File: src/rtl/fddr_out_sched.sv
// Burst scheduler feeding one DDR output cell: FIFO-buffered words framed by preamble/postamble.
// Optional link training is compiled in when FDDR_OUT_SCHED_TRAIN_EN is defined.
module fddr_out_sched #(
  parameter int unsigned DEPTH     = 4,
  parameter int unsigned PRE_LEN   = 2,
  parameter int unsigned POST_LEN  = 1,
  parameter int unsigned TRAIN_LEN = 8
) (
  input  logic c,
  input  logic clr_n,
  input  logic in_valid,
  output logic in_ready,
  input  logic in_d0,
  input  logic in_d1,
  input  logic in_last,
  input  logic train_req,
  output logic train_ack,
  output logic d0,
  output logic d1,
  output logic ce,
  output logic r,
  output logic s,
  output logic busy,
  output logic underrun
);

  localparam int unsigned AW = (DEPTH > 1) ? $clog2(DEPTH) : 1;
  localparam int unsigned NW = AW + 1;
  localparam int unsigned CW = 8;

  typedef struct packed {
    logic d0;
    logic d1;
    logic last;
  } entry_t;

  typedef enum logic [2:0] {
    ST_IDLE,
    ST_PRE,
    ST_DATA,
    ST_POST
`ifdef FDDR_OUT_SCHED_TRAIN_EN
    , ST_TRAIN
`endif
  } state_t;

  state_t        state_q, state_d;
  logic [CW-1:0] cnt_q, cnt_d;
  logic          last_q, last_d;

  entry_t        mem [DEPTH];
  logic [AW-1:0] wr_ptr_q, rd_ptr_q;
  logic [NW-1:0] count_q;
  logic          push_c, pop_c, fifo_empty_c;
  entry_t        head_c;

  logic d0_d, d1_d, ce_d, r_d, s_d, busy_d, und_d, ack_d;

`ifndef FDDR_OUT_SCHED_TRAIN_EN
  logic unused_train;
  assign unused_train = ^{train_req, CW'(TRAIN_LEN)};
`endif

  // FIFO occupancy and handshake
  assign fifo_empty_c = (count_q == '0);
  assign in_ready     = (count_q != NW'(DEPTH));
  assign push_c       = in_valid && in_ready;
  assign head_c       = mem[rd_ptr_q];
  assign pop_c        = (state_d == ST_DATA) && !fifo_empty_c;

  always_ff @(posedge c) begin
    if (push_c) mem[wr_ptr_q] <= {in_d0, in_d1, in_last};
  end

  always_ff @(posedge c or negedge clr_n) begin
    if (!clr_n) begin
      wr_ptr_q <= '0;
      rd_ptr_q <= '0;
      count_q  <= '0;
    end else begin
      if (push_c) wr_ptr_q <= wr_ptr_q + AW'(1);
      if (pop_c)  rd_ptr_q <= rd_ptr_q + AW'(1);
      if (push_c && !pop_c)      count_q <= count_q + NW'(1);
      else if (!push_c && pop_c) count_q <= count_q - NW'(1);
    end
  end

  // State register
  always_ff @(posedge c or negedge clr_n) begin
    if (!clr_n) begin
      state_q <= ST_IDLE;
      cnt_q   <= '0;
      last_q  <= 1'b0;
    end else begin
      state_q <= state_d;
      cnt_q   <= cnt_d;
      last_q  <= last_d;
    end
  end

  // Next state; phase counter loads on entry and stops at its terminal value of 1
  always_comb begin
    state_d = state_q;
    cnt_d   = cnt_q;
    if (cnt_q > CW'(1)) cnt_d = cnt_q - CW'(1);
    case (state_q)
      ST_IDLE: begin
`ifdef FDDR_OUT_SCHED_TRAIN_EN
        if (train_req) begin
          state_d = ST_TRAIN;
          cnt_d   = CW'(TRAIN_LEN);
        end else
`endif
        if (!fifo_empty_c) begin
          state_d = ST_PRE;
          cnt_d   = CW'(PRE_LEN);
        end
      end
      ST_PRE: begin
        if (cnt_q == CW'(1)) state_d = ST_DATA;
      end
      ST_DATA: begin
        if (last_q) begin
          state_d = ST_POST;
          cnt_d   = CW'(POST_LEN);
        end
      end
      ST_POST: begin
        if (cnt_q == CW'(1)) state_d = ST_IDLE;
      end
`ifdef FDDR_OUT_SCHED_TRAIN_EN
      ST_TRAIN: begin
        if (cnt_q == CW'(1)) state_d = ST_IDLE;
      end
`endif
      default: state_d = ST_IDLE;
    endcase
  end

  // Cell outputs for the upcoming cycle; a starved DATA cycle holds D0/D1 and drops CE
  always_comb begin
    d0_d   = d0;
    d1_d   = d1;
    ce_d   = 1'b1;
    r_d    = 1'b0;
    s_d    = 1'b0;
    und_d  = 1'b0;
    last_d = 1'b0;
    busy_d = (state_d != ST_IDLE);
`ifdef FDDR_OUT_SCHED_TRAIN_EN
    ack_d  = (state_q == ST_TRAIN) && (state_d == ST_IDLE);
`else
    ack_d  = 1'b0;
`endif
    case (state_d)
      ST_IDLE: begin
        d0_d = 1'b0;
        d1_d = 1'b0;
        r_d  = 1'b1;
      end
      ST_DATA: begin
        if (pop_c) begin
          d0_d   = head_c.d0;
          d1_d   = head_c.d1;
          last_d = head_c.last;
        end else begin
          ce_d  = 1'b0;
          und_d = 1'b1;
        end
      end
      ST_POST: begin
        d0_d = 1'b0;
        d1_d = 1'b1;
      end
      default: begin
        d0_d = 1'b1;
        d1_d = 1'b0;
      end
    endcase
  end

  // Output register; reset pins park the cell low with CE off
  always_ff @(posedge c or negedge clr_n) begin
    if (!clr_n) begin
      d0        <= 1'b0;
      d1        <= 1'b0;
      ce        <= 1'b0;
      r         <= 1'b1;
      s         <= 1'b0;
      busy      <= 1'b0;
      underrun  <= 1'b0;
      train_ack <= 1'b0;
    end else begin
      d0        <= d0_d;
      d1        <= d1_d;
      ce        <= ce_d;
      r         <= r_d;
      s         <= s_d;
      busy      <= busy_d;
      underrun  <= und_d;
      train_ack <= ack_d;
    end
  end

endmodule

File: config.mk
export PLATFORM = sky130hd
export DESIGN_NAME = fddr_out_sched
export DESIGN_NICKNAME = d
export VERILOG_FILES = /design/src/rtl/fddr_out_sched.sv
export SDC_FILE = /design/constraint.sdc
export NUM_CORES = 1
export LEC_CHECK = 0
export ABC_AREA = 0
export CORE_UTILIZATION = 45
export DETAILED_ROUTE_END_ITERATION = 7
export GPL_ROUTABILITY_DRIVEN = 0
export HOLD_SLACK_MARGIN = 0.1
export PLACE_DENSITY = 0.64
export SYNTH_ARGS = -nofsm -noshare
export SYNTH_HDL_FRONTEND = slang
export SYNTH_SLANG_ARGS = --single-unit
File: constraint.sdc
create_clock -name c -period 2.6 [get_ports c]
set_clock_uncertainty 0.15 [all_clocks]
set_input_delay 0.52 -clock c [delete_from_list [all_inputs] [get_ports c]]
set_output_delay 0.52 -clock c [all_outputs]
set_load 0.02 [all_outputs]
After elaboration in Yosys (flattened, before gate mapping)
Memory sizes are Yosys's and may differ from the RTL's.
Index checks and enable logic that the tools add are counted.
{"block": "classes", "n_lt_le_gt_ge": 1, "n_eq_ne": 8, "n_addsub": 5, "muxes": 24, "reduce_logical": 13}
{"cell": "$mux W8", "count": 3}
{"cell": "$mux W3", "count": 6}
{"cell": "$pmux W8 S2", "count": 1}
{"cell": "$eq A3 B2 Y1 const B", "count": 4}
{"cell": "$pmux W3 S4", "count": 1}
{"cell": "$mux W1", "count": 11}
{"cell": "$logic_not A3 Y1", "count": 3}
{"cell": "$eq A8 B1 Y1 const B", "count": 1}
{"cell": "$gt A8 B1 Y1 const B", "count": 1}
{"cell": "$sub A8 B1 Y8 const B", "count": 1}
{"cell": "$add A2 B1 Y2 const B", "count": 2}
{"cell": "$logic_and A1 B1 Y1", "count": 4}
{"cell": "$pmux W1 S2", "count": 2}
{"cell": "$add A3 B1 Y3 const B", "count": 1}
{"cell": "$eq A3 B1 Y1 const B", "count": 1}
{"cell": "$logic_not A1 Y1", "count": 3}
{"cell": "$ne A3 B3 Y1 const B", "count": 1}
{"cell": "$reduce_bool A3 Y1", "count": 1}
{"cell": "$sub A3 B1 Y3 const B", "count": 1}
{"cell": "$ne A2 B2 Y1 const B", "count": 1}
{"cell": "$reduce_bool A2 Y1", "count": 1}
{"cell": "$reduce_or A2 Y1", "count": 1}
{"block": "word_totals", "wordCells": 64, "ramBits": 12, "output_inout_bits": 9, "memories": 1, "regBits": 25, "inputBits": 7}
{"name": "mem", "depth": 4, "word_bits": 3, "read_ports": 1, "rd_ports_with_merged_regs": 0, "wr": 1, "line": "51", "text": "entry_t mem [DEPTH];"}

Logic depth before layout (Yosys ltp)
{"block": "logic_depth", "word_depth": 8, "ltp_mapped": 13, "ltp_nobuf": 13}

Worst setup path before layout
Ideal clock, no wire load.
{"block": "synth_timing", "path_kind": "register to register", "start": "reg cnt_q[1]", "end": "reg count_q[2]", "arrival_time_ps": 2411, "n_path_buf": 0, "required_time_ps": 2371, "setup_ps": 79, "synth_period_minus_slack_ps": 2640, "path_stages_with_launch": 14, "path_slack_ps": -40, "path_cell_list": "dfrtp_1 inv_1 ha_1 nor4b_2 and3_1 mux2i_1 inv_2 nand3_2 ha_1 inv_1 fa_1 xor2_1 nor2_1 xor2_1"}
{"block": "synth_via", "elab_chain_len": 8, "word_cells_on_any_way": 11, "cone_classes": "eq/ne: 2; mux: 4; reduce/logical: 5"}
{"element": "from (decl)", "line": "48", "text": "logic [CW-1:0] cnt_q, cnt_d;"}
{"element": "from (signal assigned)", "line": "96", "text": "cnt_q <= cnt_d;"}
{"element": "$eq A8 B1 Y1 *", "line": "120, 129"}
{"element": "$mux W3, on equally long branches", "line": "129, 120"}
{"element": "$pmux W3 S4 *", "line": "106", "text": "case (state_q)"}
{"element": "via state_d[1]", "line": "47", "text": "state_t state_q, state_d;"}
{"element": "$eq A3 B2 Y1 *", "line": "69", "text": "assign pop_c = (state_d == ST_DATA) && !fifo_empty_c;"}
{"element": "$logic_and A1 B1 Y1 *", "line": "69"}
{"element": "$logic_not A1 Y1", "line": "83", "text": "if (push_c && !pop_c) count_q <= count_q + NW'(1);"}
{"element": "$logic_and A1 B1 Y1", "line": "83"}
{"element": "$mux W3 / $reduce_bool A2 Y1 (equally long branches)"}
{"element": "to (signal assigned)", "line": "83"}
{"element": "to (signal assigned)", "line": "84", "text": "else if (!push_c && pop_c) count_q <= count_q - NW'(1);"}
{"element": "to (decl)", "line": "53", "text": "logic [NW-1:0] count_q;"}
The timed path passes the listed nets; every way through them passes the cells marked *.
A chain may end at the register's enable or synchronous reset.

Worst setup path after layout
Same ends and word-level chain as after synthesis.

==> impl_metrics.ini <==
[route]
vias = 1141
first_iter_violations = 56
routed_wl_mm = 2.96
drc = 0
viasPerCell = 4.96
wire_per_inst_um = 12.8
first_pass_iters = 4
drtAntennaViolNets = 0

[floorplan]
die_w_um = 64.2
num_io_pins = 16
initial_utilization_pct = 47.2
fp.dieArea_um2 = 4120
rows = 22
die_h_um = 64.2
core_area_um2 = 3690

[yosys]
synth_edf_count = 12
ys_seq_area_share_pct = 56.8
synth.area.top_cells = dfrtp_1 (35%), edfxtp_1 (21%), ha_1 (5.0%)
synth_top_area_share_pct = 34.5
synth_top_flop_cell = dfrtp_1
synth_area_um2 = 1740
synthCells = 140
avgSynthCellArea_um2 = 12.4
ys_warn_count = 0
synth.largest_area_cell = dfrtp_1
synth-async-reset-ratio_pct = 67.6
synth_cell_type_count = 39
synth_seq_cells = 37

[critical_path]
path_max_fanout = 2
crit_chain = inv_2 -> ha_4 -> nor4b_4 -> and3_4 -> mux2i_4 -> inv_2 -> nand3_4 -> ha_4 -> inv_2 -> fa_2 -> xor2_1 -> nor2_1 -> xor2_1
critPathMaxStageDelay_ns = 0.39
endpoint_kind = register
crit_slowest_cell = dfrtp_1
crit_type = register to register
rr_startpoint = cnt_q[1]$_DFF_PN0_
critPathArrivalTime_ns = 2.63
timing.critical_path.from = cnt_q[1]$_DFF_PN0_
crit_path_frequent_cell = inv_2
cp_data_required_time_ns = 2.66
critPathLaunchType = register

[timing]
rsz0062_at_grt = yes
period_share_pct = 98.8
fin_ws_ns = 0.0302
final-setup-viol-count = 0
hold_violations = 0
setup_tns_ns = 0
relSlewSlack_pct = 63.0
fin_crit_ns = 2.57
final_max_slew_viol_count = 0
hold_ws_ns = 0.399
max_slew.worst_pin.slew_ns = 0.550
clock.fmax_mhz = 389

[pwr]
power.density_nw_per_um2 = 1090
finalPower_mw = 2.46
peakVddDrop_mv = 0.528
p_leak_nw = 0.959

[status]
status = completed

[global_routing]
grt_pass1_wl_mm = 5.00
track_usage_pct = 16.7
grt_overflow = 0
antenna_found_initial = 0
grt_max_degree = 26
grt_pass1_vias = 1147

[finish]
nets = 196
drive_above_1_share_pct = 27.5
final_cells = 230
syn_to_final_growth_pct = 29.4
final_core_util_pct = 61.0
insertedDiodeCount = 0
postLayoutCellArea_um2 = 2250

[placement]
post-place-ws_ns = -0.0729
io_buffers = 12
place_area_um2 = 2070
hpwl_mm = 2.21
dp.cells = 218

[flow_run]
cap_violations = 0

[clocking]
clk_pin_slew_ns = 0.07
h-tree-depth = 2
cts_buffer_depth = 2
cts_tree = yes
cts_buffers = 5
clock_latency_ns = 0.29
clockRootBuffer = clkbuf_8
cts_sinks = 37

[min_path]
hold_path_class = register to register
min_from = last_q$_DFF_PN0_
## layout make-up
type	count	area, µm²
Inverter	10	37.5
Fill cell	309	1440
Timing Repair Buffer	35	293
Clock buffer	6	72.6
Sequential cell	37	987
Tap cell	48	60.1
Clock inverter	2	35.0
Multi-Input combinational cell	92	764
## state kept, by name, indices dropped and copies added, names as in the netlist
signal,flops
cnt_q,8
count_q,3
last_q,1
rd_ptr_q,2
r,1
underrun,1
mem,12
d1,1
ce,1
d0,1
wr_ptr_q,2
busy,1
state_q,3
## cells by family (layout without fill, tap and decap cells)
logic type	after synthesis	count (layout)	share of synthesized area, %
xor gates and xnor gates	9	9	4.53
and+or+nand+nor	49	49	16.1
other	1	3	0.216
buffers and inverters	13	53	3.24
AOI/OAI and AO/OA	16	16	6.69
DFF	37	37	56.8
muxes	7	7	6.26
adders and majority gates	8	8	6.19
## worst paths after layout
| path | to | slack, ns | cells past startpoint |
|---|---|---|---|
| max | count_q[2]$_DFFE_PN0P_ | 0.03 | 13 |
| min | cnt_q[0]$_DFF_PN0_ | 0.40 | 2 |
| max reg2reg | count_q[2]$_DFFE_PN0P_ | 0.03 | 13 |
| min reg2reg | cnt_q[0]$_DFF_PN0_ | 0.40 | 2 |
| max in group asynchronous | r$_DFF_PN1_ | 1.57 | 2 |
| min in group asynchronous | cnt_q[4]$_DFF_PN0_ | 0.44 | 2 |
## where the power goes
| group | leakage, nW | internal [mW] | switching (mW) |
|---|---|---|---|
| Sequential | 0.421 | 0.781 | 0.114 |
| Clock | 0.0552 | 0.284 | 0.198 |
| Combinational | 0.483 | 0.549 | 0.535 |
## repair_timing
action | 4_1_cts | 5_1_grt
endpoints found under the setup margin | 2 | 2
hold buffers | 0 | 0
buffers inserted | 1 | 3
cloned | 0 | 0
resized for setup | 4 | 4
pin swaps | 3 | 5
## synthesized netlist by cell type (2+ instances only)
| library cell | count |
|---|---|
| a21oi_1 | 5 |
| a2bb2oi_1 | 2 |
| and3_1 | 5 |
| buf_4 | 2 |
| dfrtp_1 | 24 |
| edfxtp_1 | 12 |
| ha_1 | 7 |
| inv_1 | 9 |
| mux2i_1 | 3 |
| mux4_2 | 3 |
| nand2_1 | 9 |
| nand2b_1 | 3 |
| nor2_1 | 16 |
| nor2b_1 | 3 |
| nor3_1 | 4 |
| o21ai_0 | 2 |
| or3_4 | 2 |
| xnor2_1 | 7 |
| xor2_1 | 2 |
## layout by cell type (no fill, tap or decap), types with 2 or more instances in the layout
cell type and count:
a21oi_1 5, a2bb2oi_1 2, and3_1 4, buf_4 23, clkbuf_8 5, clkdlybuf4s50_1 12
conb_1 3, dfrtp_1 24, edfxtp_1 12, ha_1 5, ha_4 2, inv_1 7
inv_2 3, mux2i_1 2, mux4_2 3, nand2_1 9, nand2b_1 3, nor2_1 16
nor2b_1 3, nor3_1 4, o21ai_0 2, or3_4 2, xnor2_1 7, xor2_1 2
## critical path: cells and delay by family, from the launching register on
family,cells,cell delay (ns)
xor+xnor,2,0.30
fa+ha+maj,3,0.61
buf+inv,3,0.19
flops,1,0.39
mux,1,0.23
simple gates,4,0.64
## layer usage
layer / vias to the layer above / routed length [µm] / track usage, %
met5: - / 0 / 0
li1: 560 / - / -
met2: 13 / 1520 / 28.7
met1: 563 / 1280 / 18.5
met4: 0 / 55 / 8.61
met3: 5 / 102 / 5.36
No activity file was read; power rests on OpenSTA's default activity.
